[src/rtl/ps2_pkg.sv]
// Shared types and constants for the PS/2 keyboard receive path.
package ps2_pkg;

   // One decoded key event as stored in the event FIFO.
   typedef struct packed {
      logic       ext;
      logic       brk;
      logic [7:0] code;
   } ps2_event_t;

   localparam logic [7:0] PS2_PFX_EXT = 8'hE0;
   localparam logic [7:0] PS2_PFX_BRK = 8'hF0;

   typedef enum logic {
      RX_IDLE,
      RX_RECV
   } ps2_rx_state_e;

endpackage

[src/rtl/ps2_kbd_rx_fifo.sv]
// Show-ahead synchronous FIFO of key events. When empty, the head output
// holds the most recently popped entry (zero after reset).
module ps2_event_fifo
   import ps2_pkg::*;
#(
   parameter int unsigned DEPTH = 8,
   parameter int unsigned CNT_W = $clog2(DEPTH) + 1
) (
   input  logic             clk_i,
   input  logic             rst_n_i,
   input  logic             push_i,
   input  ps2_event_t       data_i,
   input  logic             pop_i,
   output ps2_event_t       data_o,
   output logic             full_o,
   output logic             empty_o,
   output logic [CNT_W-1:0] count_o
);

   localparam int unsigned AW = $clog2(DEPTH);

   ps2_event_t       mem_q [DEPTH];
   ps2_event_t       last_q;
   logic [AW-1:0]    wr_ptr_q, rd_ptr_q;
   logic [CNT_W-1:0] count_q, count_d;
   logic             do_push, do_pop;

   assign empty_o = (count_q == '0);
   assign full_o  = (count_q == CNT_W'(DEPTH));
   assign count_o = count_q;
   assign data_o  = empty_o ? last_q : mem_q[rd_ptr_q];

   // Accept handshakes; a full FIFO still takes a push when a pop frees a slot.
   always_comb begin
      do_pop  = pop_i & ~empty_o;
      do_push = push_i & (~full_o | do_pop);
      count_d = count_q;
      case ({do_push, do_pop})
         2'b10:   count_d = count_q + 1'b1;
         2'b01:   count_d = count_q - 1'b1;
         default: count_d = count_q;
      endcase
   end

   // Storage array write port.
   always_ff @(posedge clk_i) begin
      if (do_push) mem_q[wr_ptr_q] <= data_i;
   end

   // Pointers, occupancy and the last-popped holding register.
   always_ff @(posedge clk_i or negedge rst_n_i) begin
      if (!rst_n_i) begin
         wr_ptr_q <= '0;
         rd_ptr_q <= '0;
         count_q  <= '0;
         last_q   <= '0;
      end else begin
         count_q <= count_d;
         if (do_push) wr_ptr_q <= wr_ptr_q + 1'b1;
         if (do_pop) begin
            rd_ptr_q <= rd_ptr_q + 1'b1;
            last_q   <= mem_q[rd_ptr_q];
         end
      end
   end

endmodule

[src/rtl/ps2_kbd_rx.sv]
// PS/2 keyboard receiver: synchronise and debounce the bus, deframe 11-bit
// packets, fold E0/F0 prefixes into key events and queue them in a FIFO.
module ps2_kbd_rx
   import ps2_pkg::*;
#(
   parameter int unsigned DEB_BITS       = 3,
   parameter int unsigned TIMEOUT_CYCLES = 10000,
   parameter int unsigned FIFO_DEPTH     = 8,
   parameter int unsigned CNT_W          = $clog2(FIFO_DEPTH) + 1
) (
   input  logic             clk,
   input  logic             rst_n,
   input  logic             ps2_clk,
   input  logic             ps2_data,
   output logic             ev_valid,
   input  logic             ev_ready,
   output logic [7:0]       ev_code,
   output logic             ev_ext,
   output logic             ev_brk,
   output logic [CNT_W-1:0] fifo_count,
   output logic             overflow,
   input  logic             ovf_clr,
   output logic             frame_err
);

   localparam int unsigned     WD_W    = $clog2(TIMEOUT_CYCLES + 1);
   localparam logic [WD_W-1:0] WD_LAST = WD_W'(TIMEOUT_CYCLES - 1);

   logic                ps2c_meta_q, ps2c_sync_q, ps2d_meta_q, ps2d_sync_q;
   logic                deb_clk_q, deb_prev_q;
   logic [DEB_BITS-1:0] deb_cnt_q;
   logic                fall_edge;

   ps2_rx_state_e       state_q;
   logic [3:0]          bit_cnt_q;
   logic [7:0]          shift_q;
   logic                par_q, par_err_q;
   logic [WD_W-1:0]     wdog_q;
   logic                ext_q, brk_q;
   logic                frame_err_q;
   logic                overflow_q;

   logic                push, fifo_full, fifo_empty;
   ps2_event_t          push_ev, head_ev;

   // Two-flop synchronisers; the idle bus is high.
   always_ff @(posedge clk or negedge rst_n) begin
      if (!rst_n) begin
         ps2c_meta_q <= 1'b1;
         ps2c_sync_q <= 1'b1;
         ps2d_meta_q <= 1'b1;
         ps2d_sync_q <= 1'b1;
      end else begin
         ps2c_meta_q <= ps2_clk;
         ps2c_sync_q <= ps2c_meta_q;
         ps2d_meta_q <= ps2_data;
         ps2d_sync_q <= ps2d_meta_q;
      end
   end

   // Clock debouncer: follow the line after 2^DEB_BITS consecutive differing samples.
   always_ff @(posedge clk or negedge rst_n) begin
      if (!rst_n) begin
         deb_clk_q  <= 1'b1;
         deb_prev_q <= 1'b1;
         deb_cnt_q  <= '0;
      end else begin
         deb_prev_q <= deb_clk_q;
         if (ps2c_sync_q == deb_clk_q) begin
            deb_cnt_q <= '0;
         end else if (deb_cnt_q == '1) begin
            deb_clk_q <= ps2c_sync_q;
            deb_cnt_q <= '0;
         end else begin
            deb_cnt_q <= deb_cnt_q + 1'b1;
         end
      end
   end

   assign fall_edge = deb_prev_q & ~deb_clk_q;

   // Frame deframer, prefix tracking and inter-edge watchdog.
   always_ff @(posedge clk or negedge rst_n) begin
      if (!rst_n) begin
         state_q     <= RX_IDLE;
         bit_cnt_q   <= '0;
         shift_q     <= '0;
         par_q       <= 1'b1;
         par_err_q   <= 1'b0;
         wdog_q      <= '0;
         ext_q       <= 1'b0;
         brk_q       <= 1'b0;
         frame_err_q <= 1'b0;
      end else begin
         frame_err_q <= 1'b0;
         case (state_q)
            RX_IDLE: begin
               if (fall_edge && !ps2d_sync_q) begin
                  state_q   <= RX_RECV;
                  bit_cnt_q <= '0;
                  par_q     <= 1'b1;
                  par_err_q <= 1'b0;
                  wdog_q    <= '0;
               end
            end
            RX_RECV: begin
               if (fall_edge) begin
                  wdog_q <= '0;
                  if (bit_cnt_q < 4'd8) begin
                     shift_q   <= {ps2d_sync_q, shift_q[7:1]};
                     par_q     <= par_q ^ ps2d_sync_q;
                     bit_cnt_q <= bit_cnt_q + 1'b1;
                  end else if (bit_cnt_q == 4'd8) begin
                     par_err_q <= (ps2d_sync_q != par_q);
                     bit_cnt_q <= bit_cnt_q + 1'b1;
                  end else begin
                     state_q   <= RX_IDLE;
                     bit_cnt_q <= '0;
                     if (par_err_q || !ps2d_sync_q) begin
                        frame_err_q <= 1'b1;
                        ext_q       <= 1'b0;
                        brk_q       <= 1'b0;
                     end else if (shift_q == PS2_PFX_EXT) begin
                        ext_q <= 1'b1;
                     end else if (shift_q == PS2_PFX_BRK) begin
                        brk_q <= 1'b1;
                     end else begin
                        ext_q <= 1'b0;
                        brk_q <= 1'b0;
                     end
                  end
               end else if (wdog_q == WD_LAST) begin
                  state_q     <= RX_IDLE;
                  bit_cnt_q   <= '0;
                  frame_err_q <= 1'b1;
                  ext_q       <= 1'b0;
                  brk_q       <= 1'b0;
               end else begin
                  wdog_q <= wdog_q + 1'b1;
               end
            end
            default: state_q <= RX_IDLE;
         endcase
      end
   end

   // Push is decoded in the stop-edge cycle so the entry lands at the end of it.
   always_comb begin
      push = (state_q == RX_RECV) && fall_edge && (bit_cnt_q == 4'd9) &&
             ps2d_sync_q && !par_err_q &&
             (shift_q != PS2_PFX_EXT) && (shift_q != PS2_PFX_BRK);
      push_ev.ext  = ext_q;
      push_ev.brk  = brk_q;
      push_ev.code = shift_q;
   end

   // Sticky overflow: a drop in the same cycle as a clear keeps it set.
   always_ff @(posedge clk or negedge rst_n) begin
      if (!rst_n) begin
         overflow_q <= 1'b0;
      end else if (push && fifo_full && !ev_ready) begin
         overflow_q <= 1'b1;
      end else if (ovf_clr) begin
         overflow_q <= 1'b0;
      end
   end

   ps2_event_fifo #(
      .DEPTH (FIFO_DEPTH),
      .CNT_W (CNT_W)
   ) u_fifo (
      .clk_i   (clk),
      .rst_n_i (rst_n),
      .push_i  (push),
      .data_i  (push_ev),
      .pop_i   (ev_ready),
      .data_o  (head_ev),
      .full_o  (fifo_full),
      .empty_o (fifo_empty),
      .count_o (fifo_count)
   );

   assign ev_valid  = ~fifo_empty;
   assign ev_code   = head_ev.code;
   assign ev_ext    = head_ev.ext;
   assign ev_brk    = head_ev.brk;
   assign overflow  = overflow_q;
   assign frame_err = frame_err_q;

endmodule

[config.mk]
export PLATFORM = sky130hd
export DESIGN_NAME = ps2_kbd_rx
export DESIGN_NICKNAME = d
export VERILOG_FILES = /design/src/rtl/ps2_pkg.sv /design/src/rtl/ps2_kbd_rx_fifo.sv /design/src/rtl/ps2_kbd_rx.sv
export SDC_FILE = /design/constraint.sdc
export NUM_CORES = 1
export LEC_CHECK = 0
export CAP_MARGIN = 20
export CORE_MARGIN = 3
export CORE_UTILIZATION = 34
export CTS_CLUSTER_SIZE = 24
export DETAILED_ROUTE_END_ITERATION = 6
export GPL_ROUTABILITY_DRIVEN = 0
export SYNTH_ARGS = -nofsm -noshare
export SYNTH_HDL_FRONTEND = slang
export SYNTH_SLANG_ARGS = --single-unit
export TNS_END_PERCENT = 5
[constraint.sdc]
create_clock -name clk -period 4.2 [get_ports clk]
set_input_delay 0.84 -clock clk [delete_from_list [all_inputs] [get_ports clk]]
set_output_delay 0.84 -clock clk [all_outputs]
set_load 0.02 [all_outputs]
# After elaboration in Yosys (flattened, before gate mapping)
# Memory sizes are Yosys's and may differ from the RTL's.
# Cells that the tools add are included.
# totals
mem_bits_rw	80
mem_count	1
inputBits	6
wordCells	143
regBits	62
romBits	0
latch_bits	0
out_inout_bits	17
# classes
n_eq_ne	24
n_addsub	7
n_lt_le_gt_ge	1
reduce_logical	25
shifts	0
mux	52
div	0
multipliers	0
bitwise	10
# memory_table
name	depth	word_bits	read_ports	rd_ports_with_merged_regs	write_ports	line_no	source
u_fifo.mem_q	8	10	1	0	1	ps2_kbd_rx_fifo.sv:22	ps2_event_t mem_q [DEPTH];
# op_table
op	count
14-bit 2-to-1 mux	3
1-bit 2-to-1 mux	35
14-bit case mux with 2 select lines	1
4-bit 2-to-1 mux	5
8-bit == test, second input constant	2
8-bit != test, second input constant	2
4-bit case mux with 2 select lines	2
14-bit by 1-bit adder with 14-bit output, second input constant	1
14-bit == test, second input constant	1
4-bit == test, second input constant	3
10-bit 2-to-1 mux	1
2-bit != test, second input constant	5
5-bit AND reduction	2
3-bit by 1-bit adder with 3-bit output, second input constant	3
1-bit logical AND	9
4-bit by 1-bit adder with 4-bit output, second input constant	2
3-bit 2-to-1 mux	2
3-bit != test, second input constant	2
1-bit case mux with 2 select lines	3
2-bit AND reduction	3
3-bit AND reduction	2
2-bit nonzero test	3
1-bit inverter	5
4-bit zero test	1
other kinds (16)	21

# Depth between registers and ports, before layout
# Gate-level depths: netlist of run 1.
# logic_depth
word_depth	11
depth_mapped	12
depth_no_buf	12

# Cells and area by module
# Synthesis of run 1 repeated with hierarchy kept, for this count alone.
# hier_totals
cells_unflattened	460
area_unflattened_um2	6259.8
# by_module_without_submodules
mod	area_each_um2	cells_each	instances
ps2_event_fifo	4134.0	266	1
ps2_kbd_rx	2125.8	194	1

# Worst setup path after synthesis of run 1
# Ideal clock, no wire load.
# synth_path
path_kind	register -> register
from	register deb_prev_q
to	memory u_fifo.mem_q[2][0] in the netlist's numbering, enable pin
required_ns	3.793
path_stages_with_launch	7
setup_slack_ns	1.224
arrival_ns	2.568
setup_time_ns	0.407
period_less_slack_ns	2.976
cell_sequence	dfstp_2 -> nand2b_1 -> buf_2 -> nor4_1 -> nand3_1 -> buf_2 -> nor4b_1
# synth_between
elab_chain_len	10
# synth_rtl
element	line_no	source
from (decl)	ps2_kbd_rx.sv:30	logic deb_clk_q, deb_prev_q;
from (signal assigned)	ps2_kbd_rx.sv:68	deb_prev_q <= deb_clk_q;
1-bit bitwise AND	ps2_kbd_rx.sv:80	assign fall_edge = deb_prev_q & ~deb_clk_q;
1-bit logical AND (3 in a row)	ps2_kbd_rx.sv:149	push = (state_q == RX_RECV) && fall_edge && (bit_cnt_q == 4'd9) &&
1-bit logical AND (2 in a row)	ps2_kbd_rx.sv:150	ps2d_sync_q && !par_err_q &&
1-bit logical AND	ps2_kbd_rx.sv:151	(shift_q != PS2_PFX_EXT) && (shift_q != PS2_PFX_BRK);
1-bit bitwise AND	ps2_kbd_rx_fifo.sv:36	do_push = push_i & (~full_o | do_pop);
1-bit 2-to-1 mux	ps2_kbd_rx_fifo.sv:47	if (do_push) mem_q[wr_ptr_q] <= data_i;
1-bit 2-to-1 mux (implied by the code)	ps2_kbd_rx_fifo.sv:47	
to (decl)	ps2_kbd_rx_fifo.sv:22	
# No other way between the ends.

# Worst setup path in the final report of run 1
# layout_path
from	register u_fifo.rd_ptr_q[0]
to	output port ev_code[5]
# layout_between
elab_chain_len	2
# layout_rtl
element	line_no	source
from (decl)	ps2_kbd_rx_fifo.sv:24	logic [AW-1:0] wr_ptr_q, rd_ptr_q;
from (signal assigned)	ps2_kbd_rx_fifo.sv:61	rd_ptr_q <= rd_ptr_q + 1'b1;
memory 8 x 10 bit	--	
10-bit 2-to-1 mux	ps2_kbd_rx_fifo.sv:31	assign data_o = empty_o ? last_q : mem_q[rd_ptr_q];
to (decl)	ps2_kbd_rx.sv:17	output logic [7:0] ev_code,
# No other way between the ends.

==> results by group, run 1 <==
Status
  – Outcome: finished clean

Logic synthesis
  – Synth Warn #: 0
  – Area leader, netlist: edfxtp_1
  – Synth Instances: 412
  – Async SR Flop Fraction: 43.7%
  – Post-synth EDFFs: 80
  – Register area share after synthesis: 65.6%
  – Synthesized flop and latch total: 142
  – Synth unique cells: 55
  – Mapped cell area: 0.00604 sq mm
  – Post-synth top area share: 39.8%
  – Syn_area_per_cell: 14.7 sq um
  – Synth top area cells: edfxtp_1 (40%), dfrtp_1 (23%), mux4_2 (7.5%)
  – Top_reg_cell synth: edfxtp_1
  – Syn Nets: 429

Timing
  – Setup_tns: 0 ps
  – Fin crit share: 83.5%
  – Layout Skew: 12.0 ps
  – Hold Vio Cnt, Final: 0
  – Worst Max-Slew Pin Slew: 927 ps
  – Highest clock rate: 285 MHz
  – Hold slack: 356 ps
  – Slew margin rel.: 38.2%
  – Final setup fails: 0
  – Period minus WS final: 3510 ps
  – Unrepaired setup endpoints after global routing: false
  – Slew Viols, Final: 0

Drt
  – DRC: 0
  – Vias/cell: 5.05
  – Via count: 3461
  – Antenna-violating nets left: 0
  – Total Routed Length: 11.4 mm
  – Drt pass-1 iters: 4
  – Wire per inst: 16.6 um
  – Initial DRC count: 251

GRT
  – Global route total overflow: 0
  – Largest net degree at the start of global routing: 39
  – Vias in the first global route: 3571
  – First-pass GRT wire length: 18.5 mm
  – Initial antenna violation count: 0
  – GR Util All Layers: 12.4%

Worst setup path
  – Critical path class: reg2out
  – Critical Path Fanout Max: 22
  – Critical Path AT: 2670 ps
  – R2R Path Start: u_fifo.count_o[0]
  – Worst path cell trace: buf_4 > mux4_2 > mux2i_1 > a21oi_1 > clkdlybuf4s50_1
  – Crit. End Element: output pin
  – Max stage delay on crit path: 580 ps
  – CP required: 3360 ps
  – Reg2Reg Setup Slack: 1180 ps
  – Startpoint types: flop
  – Slowest cell on the critical path: clkdlybuf4s50_1
  – R2R Path End: u_fifo.count_o[3]
  – Worst reg2reg path depth: 10

Floorplan
  – Die Span Y: 139 um
  – Core Rows: 48
  – Starting density of the core: 34.8%
  – Die width: 139 um
  – IO Count: 23
  – Core area: 0.0174 sq mm
  – Die area: 0.0194 sq mm

Power
  – Combinational power share: 21.2%
  – Pint: 2.94 mW
  – Peak VDD IR: 0.361 mV
  – P_sw: 1.27 mW
  – Seq pwr share: 43.6%
  – Clock power share: 35.2%
  – Pwr/cell area: 588 mW/mm^2
  – Lkg Pwr: 2.65 nW
  – Sw frac: 30.1%

Finish
  – P&R area growth vs syn: 18.4%
  – Fin util: 41.2%
  – Final std cells w/o fill: 685
  – Fill count: 1592
  – Nets: 464
  – Share of post-route cells with drive strength above 1: 20.2%
  – N_diodes: 0

CTS
  – CTS root buf: clkbuf_16
  – CTS Hold Buffers Added: 0
  – TritonCTS Buffers: 17
  – Clock Pin Slew Worst Setup and Hold Paths: 60 ps
  – H-tree depth: 4
  – CTS resizes: 0
  – Worst-Skew Late Latency: 420 ps
  – Clk buf depth: 2
  – Setup repair bufs after CTS: 0
  – CTS sink count: 142
  – CTS tree: done

Worst hold path
  – Hold Path Origin: ps2d_meta_q
  – Worst hold path depth: 0
  – Hold Path Sink: ps2d_sync_q
  – Hold Crit Class: reg2reg

Run
  – MaxCap Viol Count: 0

Placement
  – Hpwl dp: 7.42 mm
  – Placed Cells incl. Taps: 653
  – Port bufs: 22
-- layout by cell type, fill, tap and decap left out, types with 9 or more instances in the layout --
cell,count
clkdlybuf4s50_1,21
nor2_1,30
edfxtp_1,80
xnor2_1,9
clkbuf_16,17
mux2i_1,11
mux2_2,11
inv_1,12
a21oi_1,22
nand2_1,25
buf_4,10
ha_1,10
mux4_2,20
dfrtp_1,55
o21ai_0,20
-- kinds of logic (layout without fill, tap and decap cells) --
| group | after synthesis | after routing | share of synthesized area [%] |
|---|---|---|---|
| AOI/OAI and AO/OA | 63 | 63 | 6.53 |
| DFF | 142 | 142 | 65.6 |
| and+or+nand+nor | 110 | 110 | 9.82 |
| muxes | 43 | 43 | 11.6 |
| xor gates and xnor gates | 15 | 15 | 2.18 |
| buffers and inverters | 28 | 76 | 1.89 |
| adders and majority gates | 11 | 11 | 2.40 |
-- cell usage after synthesis (2+ instances only) --
cell type / number
nand3_1: 8
mux2_2: 11
nor4_1: 6
nand2b_1: 6
mux4_2: 20
a21o_1: 2
inv_1: 12
dfrtp_1: 55
xnor2_1: 9
nor2_1: 30
nor2b_1: 2
buf_2: 4
or4_1: 2
nor4b_1: 2
edfxtp_1: 80
and3b_1: 2
ha_1: 10
a211oi_1: 2
xor2_1: 6
o32ai_1: 3
nand4_1: 6
clkbuf_1: 10
mux2i_1: 11
o22a_1: 2
nand2_1: 25
nor3_1: 5
a21oi_1: 22
nand3b_1: 2
o21ai_0: 20
or3_1: 3
nand4b_1: 2
and2_2: 2
dfstp_2: 7
or4_4: 2
-- power by group through the flow --
| stage | combinational (mW) | sequential, mW | clock, mW |
|---|---|---|---|
| final | 0.891 | 1.83 | 1.48 |
| after global routing | 0.989 | 1.85 | 1.58 |
| after CTS | 0.903 | 1.83 | 1.52 |
| after detailed placement | 0.900 | 1.86 | 0 |
| after global placement | 0.872 | 1.85 | 0 |
| after floorplan | 0.685 | 1.78 | 0 |
-- registers in the layout, indices dropped and copies added, names as in the netlist --
register,cells
u_fifo.rd_ptr_q,3
deb_prev_q,1
u_fifo.mem_q,80
par_q,1
u_fifo.wr_ptr_q,3
ps2d_sync_q,1
ps2d_meta_q,1
ext_q,1
brk_q,1
shift_q,8
state_q,1
deb_clk_q,1
par_err_q,1
frame_err,1
wdog_q,14
ps2c_meta_q,1
bit_cnt_q,4
u_fifo.count_o,4
u_fifo.last_q,10
deb_cnt_q,3
overflow,1
ps2c_sync_q,1
-- through the flow --
stage	instance area [sq um]	total power, mW	worst slack, ps
detailed placement	6570	2.76	1170
global route	7150	4.43	547
floorplan	6040	2.47	1220
finish	7150	4.21	693
global placement	6570	2.72	1190
CTS	7150	4.25	671
-- critical path: cells and delay by family (launching register included) --
family | cells | cell delay (ps)
flip-flops | 1 | 330
AO/OA/AOI/OAI | 1 | 120
buffers and inverters | 2 | 950
multiplexers | 2 | 840
-- worst max path at each step --
stage                            start                 end  cells after the start
detailed placement  u_fifo.rd_ptr_q[0]          ev_code[5]                      5
global placement    u_fifo.rd_ptr_q[0]          ev_code[5]                      5
finish              u_fifo.rd_ptr_q[0]          ev_code[5]                      5
floorplan                   deb_prev_q  u_fifo.mem_q[2][0]                      6
CTS                 u_fifo.rd_ptr_q[0]              ev_brk                      5
global route        u_fifo.rd_ptr_q[1]          ev_code[1]                      5
-- final cells by class --
type	count	area, sq um	area share [%]
Clock buffer	18	429	6.00
Clock inverter	14	151	2.12
Inverter	12	45.0	0.630
Multi-Input combinational cell	242	1990	27.8
Sequential cell	142	3960	55.4
Tap cell	225	282	3.94
Timing Repair Buffer	32	290	4.06
-- layer usage --
layer | track usage [%] | wire, um | up-vias
met1 | 14.6 | 4960 | 1748
met3 | 3.54 | 444 | 19
met4 | 4.84 | 167 | 0
met2 | 21.5 | 5820 | 64
li1 | - | - | 1630
met5 | 0 | 0 | -
Power figures use the tool's default switching activity.
==> inputs of run 2 (changes only) <==
==> constraint.sdc (replaced) <==
create_clock -name clk -period 3.1 [get_ports clk]
set_input_delay 0.62 -clock clk [delete_from_list [all_inputs] [get_ports clk]]
set_output_delay 0.62 -clock clk [all_outputs]
set_load 0.02 [all_outputs]
==> run 2 against run 1 <==
  * Global-route usage down 0.10 points
  * Sequential share of layout area decreased by 1.0 points
  * Clock power grew 37%
  * Non-clock buffer count up 10
  * Sequential power grew 30%
  * Setup slack got worse by 470 ps
  * Power increased by 38%
  * First-iteration DRC count down 28%
  * Critical endpoint is now ev_brk
  * Largest cell class unchanged
  * Largest power group unchanged
==> results by group, run 2 (synthesized netlist as in run 1, its figures left out) <==
Status
  – Outcome: finished clean

CTS
  – Setup repair bufs after CTS: 0 (unchanged)
  – CTS root buf: clkbuf_16
  – Worst-Skew Late Latency: 420 ps (about the same)
  – Clk buf depth: 2 (unchanged)
  – H-tree depth: 4 (unchanged)
  – CTS tree: done
  – Clock Pin Slew Worst Setup and Hold Paths: 60 ps (about the same)
  – TritonCTS Buffers: 17 (unchanged)
  – CTS sink count: 142 (unchanged)

Finish
  – Largest registers: u_fifo.mem_q (80), wdog_q (14), u_fifo.last_q (10)
  – P&R area growth vs syn: 20.6%
  – Final std cells w/o fill: 695 (+1.5%)
  – Biggest register: u_fifo.mem_q
  – Share of post-route cells with drive strength above 1: 22.8% (+2.5 points)
  – Commonest non-fill, non-tap cell in the layout: edfxtp_1
  – Nets: 474 (+2.2%)
  – Commonest non-fill, non-tap cells in the layout: edfxtp_1 (80), dfrtp_1 (55), nor2_1 (30)
  – Fin util: 41.9% (+0.76 points)
  – N_diodes: 0 (unchanged)
  – Max reg flops: 80 (unchanged)

Drt
  – DRC: 0 (unchanged)
  – Drt pass-1 iters: 4 (unchanged)
  – Total Routed Length: 11.4 mm (-0.26%)
  – Initial DRC count: 180 (-28%)
  – Antenna-violating nets left: 0 (unchanged)
  – Wire per inst: 16.3 um (-1.7%)
  – Via count: 3438 (-0.66%)
  – Vias/cell: 4.95 (-2.1%)

Worst hold path
  – Hold Crit Class: in2async

Placement
  – Hpwl dp: 7.49 mm (+0.87%)
  – Port bufs: 22 (unchanged)
  – Placed Cells incl. Taps: 663 (+1.5%)

Run
  – MaxCap Viol Count: 0 (unchanged)

Timing
  – Layout Skew: 13.2 ps (+1.25 ps)
  – Worst Max-Slew Pin Slew: 696 ps (-231 ps)
  – Final setup fails: 0 (unchanged)
  – Hold Vio Cnt, Final: 0 (unchanged)
  – Unrepaired setup endpoints after global routing: false
  – Hold slack: 231 ps (-125 ps)
  – Period minus WS final: 2880 ps
  – Slew margin rel.: 53.4% (+15 points)
  – Fin crit share: 92.8%
  – Setup_tns: 0 ps (unchanged)
  – Highest clock rate: 348 MHz
  – Slew Viols, Final: 0 (unchanged)

GRT
  – GR Util All Layers: 12.3% (-0.10 points)
  – First-pass GRT wire length: 18.6 mm (+0.59%)
  – Vias in the first global route: 3551 (-0.56%)
  – Initial antenna violation count: 0 (unchanged)
  – Global route total overflow: 0 (unchanged)
  – Largest net degree at the start of global routing: 27 (-31%)

Floorplan
  – Core Rows: 48 (unchanged)
  – IO Count: 23 (unchanged)
  – Core area: 0.0174 sq mm (unchanged)
  – Die area: 0.0194 sq mm (unchanged)
  – Die Span Y: 139 um (unchanged)
  – Die width: 139 um (unchanged)
  – Starting density of the core: 34.8% (unchanged)

Worst setup path
  – Critical Path Fanout Max: 22 (unchanged)
  – CP required: 2480 ps (-880 ps)
  – Critical path class: reg2out
  – Worst reg2reg path depth: 11 (+1)
  – R2R Path Start: u_fifo.count_o[0]
  – Critical Path AT: 2260 ps (-410 ps)
  – R2R Path End: u_fifo.count_o[3]
  – Crit. End Element: output pin
  – Reg2Reg Setup Slack: 430 ps (-750 ps)
  – Startpoint types: flop

Power
  – Final total power: 5.79 mW (+38%)
  – Pwr/cell area: 795 mW/mm^2 (+35%)
  – Lkg Pwr: 2.76 nW (+4.2%)
  – Peak VDD IR: 0.462 mV (+28%)
[run 2: cell count changes in the layout (fill, tap and decap cells not counted), sizes merged]
| cell | previous run | this run |
|---|---|---|
| inv | 20 | 17 |
| dlygate4sd2 | 0 | 2 |
| buf | 11 | 21 |
| dlymetal6s2s | 0 | 8 |
| clkinvlp | 1 | 4 |
| clkdlybuf4s50 | 21 | 11 |
[run 2: power by group]
part	internal, mW	switching [mW]
registers	2.21	0.173
logic	0.630	0.754
clock network	1.22	0.807
[run 2: how the worst max path moves through the flow]
stage | cells after the start | slack [ps] | startpoint | end
global placement | 5 | 430 | u_fifo.rd_ptr_q[0] | ev_code[7]
detailed placement | 6 | 410 | ev_ready | u_fifo.mem_q[2][2]
global route | 5 | 90 | u_fifo.rd_ptr_q[0] | ev_brk
finish | 5 | 220 | u_fifo.rd_ptr_q[0] | ev_brk
floorplan | 6 | 120 | deb_prev_q | u_fifo.mem_q[2][0]
CTS | 5 | 3 | u_fifo.rd_ptr_q[0] | ev_code[5]
[run 2: per-layer routing]
| layer | up-vias | part of all wire, % | GRT usage [%] |
|---|---|---|---|
| li1 | 1645 | - | - |
| met1 | 1733 | 47 | 15.7 |
| met4 | 0 | 1.3 | 4.17 |
| met2 | 50 | 49 | 19.8 |
| met3 | 10 | 3.4 | 4.09 |
| met5 | - | 0 | 0 |
[run 2: area by class of cell]
class	instances	area [sq um]
clock inverter	14	158
clock buffer	18	439
multi-input combinational	242	2000
fill	1573	10100
tap	225	282
inverter	12	45.0
timing repair buffer	42	395
sequential	142	3960
[run 2: stage by stage]
step	worst slack [ps]	cell area, sq um
2_1_floorplan	124	6040
3_3_place_gp	427	6660
3_5_place_dp	408	6660
4_1_cts	3.00	7260
5_1_grt	86.2	7280
6_report	224	7280
[run 2: timing repair]
item / in CTS / in global routing
setup endpoints to repair: 4 / 8
gates resized for setup: 5 / 8
hold buffers: 0 / 0
hold endpoints to repair: 0 / 0
[run 2: worst max-delay path, cell delays in order (launching register included)]
cell           delay (ps)
dfrtp_1               380
buf_12                220
mux4_2                530
mux2i_1               250
a21oi_1               110
dlygate4sd2_1         330
